File: config.mk
export PLATFORM = sky130hd
export DESIGN_NAME = inst_fetch
export DESIGN_NICKNAME = d
export VERILOG_FILES = /design/src/rtl/inst_fetch.sv
export SDC_FILE = /design/constraint.sdc
export NUM_CORES = 1
export LEC_CHECK = 0
export BUFFER_PORTS_ARGS = -buffer_cell sky130_fd_sc_hd__clkbuf_2
export CAP_MARGIN = 10
export CORE_MARGIN = 1.5
export CORE_UTILIZATION = 40
export DETAILED_ROUTE_END_ITERATION = 16
export PLACE_DENSITY = 0.69
export SLEW_MARGIN = 20
export SYNTH_ARGS = -nofsm -noshare
export SYNTH_HDL_FRONTEND = slang
export SYNTH_SLANG_ARGS = --single-unit
File: constraint.sdc
create_clock -name clk -period 3.7 [get_ports clk]
set_input_delay 0.185 -clock clk [delete_from_list [all_inputs] [get_ports clk]]
set_output_delay 0.185 -clock clk [all_outputs]
set_load 0.05 [all_outputs]
File: src/rtl/inst_fetch.sv
// Instruction fetch unit: PC sequencing, 1-cycle synchronous imem reads and a
// 2-entry instruction FIFO to the core, with epoch-tagged redirect flush and halt.
module inst_fetch #(
    parameter int              PC_W     = 10,
    parameter logic [PC_W-1:0] RESET_PC = '0
) (
    input  logic            clk,
    input  logic            rst,
    output logic            imem_en,
    output logic [PC_W-1:0] imem_addr,
    input  logic [15:0]     imem_rdata,
    output logic [15:0]     instruction,
    output logic [PC_W-1:0] inst_pc,
    output logic            inst_valid,
    input  logic            inst_ready,
    input  logic            redirect,
    input  logic [PC_W-1:0] redirect_pc,
    input  logic            halt
);

    logic [PC_W-1:0] r_pc;
    logic [1:0]      r_count;
    logic            r_epoch;
    logic            r_inflight_p1;
    logic            r_inf_epoch_p1;
    logic [PC_W-1:0] r_inf_pc_p1;
    logic [15:0]     r_data [2];
    logic [PC_W-1:0] r_dpc  [2];

    logic            w_pop;
    logic            w_push;
    logic            w_issue;
    logic            w_slot;
    logic [2:0]      w_occ;

    assign w_pop   = (r_count != 2'd0) && inst_ready;
    // Credit: entries held plus the read in flight, less what leaves this cycle.
    assign w_occ   = {1'b0, r_count} + {2'b00, r_inflight_p1} - {2'b00, w_pop};
    assign w_issue = rst && !halt && !redirect && (w_occ < 3'd2);
    assign w_push  = r_inflight_p1 && (r_inf_epoch_p1 == r_epoch) && !redirect;
    assign w_slot  = (r_count == 2'd2) || ((r_count == 2'd1) && !w_pop);

    // Issue stage -> return stage
    always_ff @(posedge clk or negedge rst) begin
        if (!rst) begin
            r_pc           <= RESET_PC;
            r_count        <= 2'd0;
            r_epoch        <= 1'b0;
            r_inflight_p1  <= 1'b0;
            r_inf_epoch_p1 <= 1'b0;
        end else begin
            r_inflight_p1 <= w_issue;
            if (w_issue) begin
                r_inf_epoch_p1 <= r_epoch;
            end
            if (redirect) begin
                r_pc    <= redirect_pc;
                r_epoch <= ~r_epoch;
                r_count <= 2'd0;
            end else begin
                if (w_issue) begin
                    r_pc <= r_pc + 1'b1;
                end
                r_count <= r_count + {1'b0, w_push} - {1'b0, w_pop};
            end
        end
    end

    // Return stage -> FIFO
    always_ff @(posedge clk) begin
        if (w_issue) begin
            r_inf_pc_p1 <= r_pc;
        end
        if (w_pop && (r_count == 2'd2)) begin
            r_data[0] <= r_data[1];
            r_dpc[0]  <= r_dpc[1];
        end
        if (w_push) begin
            r_data[w_slot] <= imem_rdata;
            r_dpc[w_slot]  <= r_inf_pc_p1;
        end
    end

    assign inst_valid  = (r_count != 2'd0);
    assign instruction = inst_valid ? r_data[0] : 16'h0000;
    assign inst_pc     = inst_valid ? r_dpc[0] : '0;
    assign imem_en     = w_issue;
    assign imem_addr   = w_issue ? r_pc : '0;

endmodule

# [Word level (Yosys, flattened, before mapping)]
# Memory sizes are Yosys's and may differ from the RTL's.
# Cells that the tools add are included.
# W data, S select, Z words.
[totals] in_bits=31 regBits=25 memories=2 wordCells=42 mem_bits_rw=52 out_inout_bits=38
[mem_list] name="r_data" depth=2 width=16 read_ports=2 rd_ports_with_merged_regs=0 write_ports=2 line_no="27" rtl="logic [15:0] r_data [2];"
[mem_list] name="r_dpc" depth=2 width=10 read_ports=2 rd_ports_with_merged_regs=0 write_ports=2 line_no="28" rtl="logic [PC_W-1:0] r_dpc [2];"
[op_classes] mux=10 n_lt_le_gt_ge=1 bitwise_logic=1 eq_ne=3 n_reduce_logical=14 add_sub_neg=5
[op_table] operator="$mux W10" count=4
[op_table] operator="$mux W16" count=1
[op_table] operator="$add A10 B1 Y10 const B" count=1
[op_table] operator="$logic_and A1 B1 Y1" count=8
[op_table] operator="$mux W1" count=4
[op_table] operator="$reduce_bool A2 Y1" count=2
[op_table] operator="$add A2 B1 Y3" count=1
[op_table] operator="$logic_not A1 Y1" count=3
[op_table] operator="$lt A3 B2 Y1 const B" count=1
[op_table] operator="$sub A3 B1 Y3" count=1
[op_table] operator="$add A2 B1 Y2" count=1
[op_table] operator="$eq A2 B1 Y1 const B" count=1
[op_table] operator="$eq A2 B2 Y1 const B" count=1
[op_table] operator="$mux W2" count=1
[op_table] operator="$sub A2 B1 Y2" count=1
[op_table] operator="$eq A1 B1 Y1" count=1
[op_table] operator="$logic_or A1 B1 Y1" count=1
[op_table] operator="$not A1 Y1" count=1

# [Longest topological paths before layout]
# Gate-level depths: netlist of the first run.
[depth] ltp_word=7 ltp_mapped=13 depth_no_buf=10

# [Worst setup path before layout of the first run]
# OpenSTA, ideal clock, no wires.
[synth_timing] kind="register to output" startpoint="register r_count[1]" endpoint="output port imem_addr[1]" stages_incl_launch_ff=13 arrival_ns=3.722 setup_slack_ns=-0.207 path_buffers=3 t_required_ns=3.515 cell_sequence="dfrtp_1 -> nor2_1 -> clkbuf_1 -> nor2b_1 -> ha_1 -> nand2b_1 -> fa_1 -> nand4bb_4 -> or2_1 -> buf_6 -> inv_6 -> buf_2 -> and2_1"
[synth_via] elab_chain_len=6 word_cells_on_any_way=7 classes_between="2 x add/sub; 1 x order compare; 1 x mux; 3 x reduce/logical"
[synth_rtl] item="from (decl)" line_no="22" rtl="logic [1:0] r_count;"
[synth_rtl] item="from (signal assigned)" line_no="64" rtl="r_count <= r_count + {1'b0, w_push} - {1'b0, w_pop};"
[synth_rtl] item="parallel branches: the longest is 2 deep, another holds $add A2 B1 Y3"
[synth_rtl] item="$sub A3 B1 Y3 *" line_no="38" rtl="assign w_occ = {1'b0, r_count} + {2'b00, r_inflight_p1} - {2'b00, w_pop};"
[synth_rtl] item="$lt A3 B2 Y1 *" line_no="39" rtl="assign w_issue = rst && !halt && !redirect && (w_occ < 3'd2);"
[synth_rtl] item="$logic_and A1 B1 Y1 *" line_no="39"
[synth_rtl] item="via imem_en" line_no="9" rtl="output logic imem_en,"
[synth_rtl] item="$mux W10 *" line_no="88" rtl="assign imem_addr = w_issue ? r_pc : '0;"
[synth_rtl] item="to (decl)" line_no="10" rtl="output logic [PC_W-1:0] imem_addr,"
# Mark *: on every way through the listed nets, which the timed path passes.

# [Worst setup path after layout of the first run]
[layout_timing] startpoint="register r_count[1]" endpoint="output port imem_addr[8]"
[layout_via] elab_chain_len=6 word_cells_on_any_way=7 classes_between="2 x add/sub; 1 x order compare; 1 x mux; 3 x reduce/logical"
[layout_rtl] item="parallel branches: the longest is 2 deep, another holds $add A2 B1 Y3"
[layout_rtl] item="$sub A3 B1 Y3 *" line_no="38"
[layout_rtl] item="$lt A3 B2 Y1 *" line_no="39"
[layout_rtl] item="$logic_and A1 B1 Y1 *" line_no="39"
[layout_rtl] item="$mux W10 *" line_no="88"
# Mark *: on every way between the ends.

==> impl_results.md, run 1 <==
* Relative slew margins at 55.2%
* Status: finished, final reports clean
* NetSw at about 1200 µW
* Inst Count DP at 394
* Sw frac at around two fifths
* Fraction of layout cells with a size suffix above 1 at a little under two fifths
* Number of antenna violations at the first check in global routing at 0
* Kind of critical path: reg -> out
* CTS Root Cell: clkbuf_8
* Tot GR Track Use at between 10 and 15%
* Post-synthesis mux area share at 8.63%
* Post-Syn Instances at 229
* MaxCap Viol Count at 0
* Ys async rst share at around 20%
* Nets at 337
* Avg WL per Cell at roughly 14 µm
* CTS Sinks at just under 80
* Post-synthesis xor/xnor area fraction at under 10%
* Setup crit start: r_count[1]$_DFF_PN0_
* Drt initial violations at between 100 and 150
* Worst hold path class: in -> reg
* Seq/Total Area, Yosys at around 66%
* Via count at approximately 2000
* RSZ-0062 raised after global routing: no
* Non-Filler Instances at 411
* Crit path time final at approximately 3400 ps
* Routability cong. at ~0.84
* Io pins at 69
* Gate power share at 36.1%
* Slowest cell on crit path: fa_1
* Fin Setup TNS at 0 ps
* Core Footprint at about 8000 µm²
* CP max FO at 30
* Synth Area in Compound Gates at between 5 and 6%
* Setup bufs post-CTS at 0
* Crit end category: output pin
* Fmax at approximately 300 MHz
* Worst Path Required at 3510 ps
* Most common cell after layout, fill and taps aside: clkbuf_2
* Ant. Diodes at 0
* Num CTS Buffers at 9
* IR drop worst, VDD at between 0.3 and 0.4 mV
* Hold_sp: imem_rdata[8]
* CTS H-tree lvls at 3
* IO buf count at 68
* CTS tree: yes
* Leading cell types in the layout, fill and taps excluded: clkbuf_2, edfxtp_1, nor2b_1
* Maximum root-to-sink buffer count at 2
* Largest net degree at the start of global routing at 31
* Top FF cell, synth: edfxtp_1
* Final setup violation count at 0
* Synth area leaders: edfxtp_1, dfrtp_1, nor2b_1
* DRC Markers at 0
* Worst Setup Start Kind: flop
* Worst Max-Slew Pin Slew at about 670 ps
* Clock skew at about 5.3 ps
* Clk slew on worst S/H paths at 80 ps
* Hpwl dp at around 4000 µm
* Number of synthesized flops with an enable pin at 62
* Post-Syn Area at 3390 µm²
* Final antenna-violating net count at 0
* Length of the first detailed-routing pass in iterations at 4
* Post-synth cell types at 43
* Skew-Pair Late Insertion Delay at around 330 ps
* Die Ht at between 90 and 100 µm
* Layout area overhead at 19.6%
* Worst hold slack at a little over 40 ps
* Cell accounting for the most synthesized area: edfxtp_1
* Final hold viol count at 0
* Drt via density at approximately 5.0
* Mean post-synth cell area at between 10 and 15 µm²
* Layout fillers at roughly 720
* Area share of the largest cell type after synthesis at between 50% and 60%
* Die W at about 95 µm
* Largest family of logic cells by synthesized area: simple AND/OR/NAND/NOR gates
* Clock share of power at between 20% and 30%
* Simple-gate share of the synthesized area at 14.0%
* Internal power at around 1800 µW
* GRT overflow at 0
* Syn Nets at 265
* Vias in the first global route at roughly 2000
* P per Cell Area at between 700 and 800 nW/µm²
* Slowest stage delay, CP at ~560 ps
* Slew Limit Fails at 0
* FF+latch count, synth at 77
* Worst R2R Start: r_count[1]$_DFF_PN0_
* Synthesis warning total at 0
* P_leak at 0.00157 µW
* Final WL at about 5900 µm
* Fin crit share at 90.6%
* Die ar. at ~9000 µm²
* Reg power frac at between 40% and 50%
* Worst EP arrival at ~3200 ps
* Rows at 33
* Wire length of the first global-routing pass at between 9000 and 10000 µm
* Initial core utilization at 41.3%
* Critical path cell sequence: nor2_2 > nor2b_1 > ha_1 > nand2b_1 > fa_1 > nand4bb_4 > or2_4 > clkinv_4 > and2_2 > clkbuf_2
* Adder-Cell Fraction of Synth Area at under 10%
flip-flops by register name, summed over array words and instances (netlist names):
register / flops
r_count: 2
r_data: 32
r_dpc: 20
r_epoch: 1
r_inf_epoch_p1: 1
r_inf_pc_p1: 10
r_inflight_p1: 1
r_pc: 10
path summary, 6_finish.rpt:
| check | endpoint | cells after the start | slack [ps] |
|---|---|---|---|
| max | imem_addr[8] | 10 | 350 |
| min | r_data[1][8]$_DFFE_PP_ | 1 | 40 |
| max reg2reg | r_pc[6]$_DFFE_PN0P_ | 10 | 740 |
| min reg2reg | r_dpc[1][4]$_DFFE_PP_ | 0 | 440 |
| max in group asynchronous | r_count[1]$_DFF_PN0_ | 2 | 3040 |
| min in group asynchronous | r_count[0]$_DFF_PN0_ | 2 | 320 |
cell families after synthesis:
logic type	count (synthesis)
simple gates	78
xor+xnor	6
compound gates	22
mux	26
flops	77
fa+ha+maj	5
buf+inv	15
cell type report:
| cell class | instances | area (µm²) | share of cell area [%] |
|---|---|---|---|
| Sequential cell | 77 | 2240 | 55.1 |
| Multi-Input combinational cell | 137 | 1090 | 26.7 |
| Timing Repair Buffer | 71 | 365 | 9.00 |
| Clock buffer | 12 | 145 | 3.57 |
| Tap cell | 105 | 131 | 3.23 |
| Clock inverter | 4 | 71.3 | 1.76 |
| Inverter | 5 | 23.8 | 0.585 |
per-layer routing:
metal	up-vias	wire (µm)	part of all wire (%)	GRT usage, %
li1	986	-	-	-
met1	966	2760	47	19.1
met2	76	2710	46	21.7
met3	10	357	6.0	3.19
met4	0	73	1.2	5.72
met5	-	0	0	0
worst max-delay path: cells and delay by family, from the launching register on:
kind | cells | cell delay (ps)
flip-flops | 1 | 480
buffers and inverters | 2 | 460
AND/OR/NAND/NOR | 6 | 1080
adder cells (fa/ha/maj) | 2 | 820
power groups by stage:
stage                     clock, µW  sequential, µW  combinational, µW
after detailed placement          0            1280               1100
after global placement            0            1270               1090
after CTS                       693            1260               1110
after floorplan                   0            1240                885
after global routing            734            1280               1180
final                           677            1260               1090
stage by stage:
step	cell area (µm²)	worst slack (ps)	total power, µW	utilization, %
4_1_cts	4060	102	3060	49.4
5_1_grt	4060	111	3200	49.4
6_report	4060	347	3030	49.4
3_5_place_dp	3830	489	2380	46.6
3_3_place_gp	3830	613	2360	46.6
2_1_floorplan	3410	77.2	2120	-
Yosys cell counts (2+ instances only):
cell type  instances
a22oi_1            2
o311ai_0           2
nand3_1            5
mux2_2            13
buf_6              3
nand2_1           13
nand4_1            3
xnor2_1            2
mux2_1            13
and2_1             9
nor2b_1           30
edfxtp_1          62
buf_2              2
o21ai_0            4
inv_1              4
nand2b_1           2
xor2_1             3
o211ai_1           2
dfrtp_1           15
clkbuf_1           4
nor3_1             5
a221o_1            3
nor2_1             3
a21o_1             3
ha_1               4
what timing repair did:
action	CTS	global route
resized for setup	0	3
endpoints found under the setup margin	0	9
hold endpoints to repair	15	0
hold buffers	1	0
(Power assumes the default switching activity.)
==> run 2, diff against run 1 <==
--- a/config.mk
+++ b/config.mk
@@ -10,6 +10,7 @@
 export CORE_MARGIN = 1.5
 export CORE_UTILIZATION = 40
 export DETAILED_ROUTE_END_ITERATION = 16
+export MAX_ROUTING_LAYER = met4
 export PLACE_DENSITY = 0.69
 export SLEW_MARGIN = 20
 export SYNTH_ARGS = -nofsm -noshare
==> constraint.sdc (replaced) <==
create_clock -name clk -period 3.86 [get_ports clk]
set_input_delay 0.193 -clock clk [delete_from_list [all_inputs] [get_ports clk]]
set_output_delay 0.193 -clock clk [all_outputs]
set_load 0.05 [all_outputs]
==> run 2 against run 1 <==
Compared with the run above: non-clock buffer count unchanged; register-to-register slack about the same; worst setup slack got worse by 30 ps; via count grew 0.59%; final cell count did not move; worst hold slack improved by 6.4 ps; global-route usage rose by 0.85 points; count of clock-buffer cells in the layout decreased by 3; combinational power decreased by 5%; sequential power shrank 5%; critical endpoint is now imem_addr[3]; largest cell class unchanged.
==> impl_results.md, run 2 (synthesis gave the netlist of run 1 again) <==
* Worst Setup Start Kind: flop (unchanged)
* Final WL at 5990 µm (was 5900 µm)
* Most common cell after layout, fill and taps aside: clkbuf_2 (unchanged)
* Layout area overhead at 18.8% (was 19.6%)
* Hpwl dp at 3840 µm (was 3900 µm)
* Fmax at about 280 MHz
* Fin crit share at around nine tenths
* Worst Path Required at 3670 ps (was 3510 ps)
* P_leak at 0.00156 µW (was 0.00157 µW)
* CP max FO at 30 (unchanged)
* Clk slew on worst S/H paths at 80 ps (about the same)
* CTS Root Cell: clkbuf_8 (unchanged)
* Num CTS Buffers at 9 (unchanged)
* Biggest register: r_data (unchanged)
* Fin Setup TNS at 0 ps (unchanged)
* Die W at 95.1 µm (unchanged)
* DRC Markers at 0 (unchanged)
* Via count at 2050 (was 2038)
* Final antenna-violating net count at 0 (unchanged)
* Cts repair resizes at 0 (unchanged)
* Biggest regs: r_data: 32 flops, r_dpc: 20 flops (unchanged)
* Final setup violation count at 0 (unchanged)
* Leading cell types in the layout, fill and taps excluded: clkbuf_2, edfxtp_1, nor2b_1 (unchanged)
* Nets at 337 (unchanged)
* Clock skew at 6.19 ps (was 5.27 ps)
* Maximum root-to-sink buffer count at 2 (unchanged)
* Non-Filler Instances at 411 (unchanged)
* CTS H-tree lvls at 3 (unchanged)
* Length of the first detailed-routing pass in iterations at 4 (unchanged)
* MaxCap Viol Count at 0 (unchanged)
* Reg2reg path depth at 10 (unchanged)
* Hold_sp: imem_rdata[7] (was imem_rdata[8])
* Status: finished, final reports clean (unchanged)
* Number of flip-flops in the largest register at 32 (unchanged)
* Post-DP Area at 3830 µm² (unchanged)
* Fraction of layout cells with a size suffix above 1 at 36.9% (was 37.3%)
* Hold Crit Depth at 1 (unchanged)
* RSZ-0062 raised after global routing: no (unchanged)
* Initial core utilization at 41.3% (unchanged)
* Crit path time final at roughly 3500 ps
* Rows at 33 (unchanged)
* Die ar. at 9050 µm² (unchanged)
* Worst Max-Slew Pin Slew at 687 ps (was 672 ps)
* IR drop worst, VDD at 0.284 mV (was 0.375 mV)
* Final hold viol count at 0 (unchanged)
* Worst hold path class: in -> reg (unchanged)
* Worst hold slack at 47.4 ps (was 41.0 ps)
* Relative slew margins at 54.2% (was 55.2%)
* Fin area at 4030 µm² (was 4060 µm²)
* Drt initial violations at 128 (was 121)
* Ant. Diodes at 0 (unchanged)
* Skew-Pair Late Insertion Delay at 330 ps (about the same)
* Worst R2R Start: r_count[1]$_DFF_PN0_ (unchanged)
* Setup crit start: r_count[1]$_DFF_PN0_ (unchanged)
* Routability cong. at 0.839 (was 0.837)
* Vias in the first global route at 1963 (was 2012)
* Die Ht at 95.1 µm (unchanged)
* Util after Layout at 49.1% (was 49.4%)
* Kind of critical path: reg -> out (unchanged)
* Largest net degree at the start of global routing at 31 (unchanged)
* Wire length of the first global-routing pass at 9760 µm (was 9650 µm)
* Core Footprint at 8220 µm² (unchanged)
* IO buf count at 68 (unchanged)
* Inst Count DP at 394 (unchanged)
* CTS tree: yes (unchanged)
* Number of antenna violations at the first check in global routing at 0 (unchanged)
* Slew Limit Fails at 0 (unchanged)
* Drt via density at 4.99 (was 4.96)
* P per Cell Area at 703 nW/µm² (was 746 nW/µm²)
* Worst EP arrival at 3350 ps (was 3170 ps)
* GRT overflow at 0 (unchanged)
* Crit end category: output pin (unchanged)
* Avg WL per Cell at 14.6 µm (was 14.4 µm)
* Tot GR Track Use at 14.9% (was 14.0%)
* CTS Sinks at 77 (unchanged)
* Io pins at 69 (unchanged)
[run 2: final timing paths]
path	endpoint	slack, ps
max in group asynchronous	r_pc[2]$_DFFE_PN0P_	3220
min in group asynchronous	r_epoch$_DFFE_PN0P_	330
min	r_data[1][7]$_DFFE_PP_	50
max	imem_addr[3]	320
min reg2reg	r_dpc[1][5]$_DFFE_PP_	450
max reg2reg	r_pc[6]$_DFFE_PN0P_	740
[run 2: critical path, cell delays in order, from the launching register on]
cell and delay, ps:
dfrtp_1 560, nor2_2 90, nor2b_1 170, ha_1 250, nand2b_1 160, fa_1 540, nand4bb_4 140, or2_1 400
inv_6 260, and2_2 180, clkbuf_2 270
[run 2: layout make-up]
class,instances,area (µm²)
clock buffer,9,124
clock inverter,7,66.3
fill,745,4190
inverter,5,23.8
multi-input combinational,137,1080
sequential,77,2240
tap,105,131
timing repair buffer,71,365
[run 2: report_power, final]
group | switching, µW | internal, µW
Sequential | 99.3 | 1110
Combinational | 766 | 278
Clock | 289 | 294
Total | 1160 | 1680
[run 2: per-stage QoR]
step                      worst slack, ps  power [µW]
after floorplan                      57.8        2030
after global placement                769        2260
after detailed placement              673        2280
after CTS                             288        2860
after global routing                 85.9        3000
final                                 317        2830
[run 2: what timing repair did]
item | CTS | global route
endpoints found under the hold margin | 15 | 0
setup buffers | 0 | 0
hold buffers | 1 | 0
[run 2: routing by layer]
layer	GRT usage, %	routed length, µm	share of wire [%]	up-vias
li1	-	-	-	984
met4	5.60	69	1.2	0
met3	3.59	373	6.2	8
met5	-	0	0	-
met1	20.3	2870	48	981
met2	21.5	2670	45	77
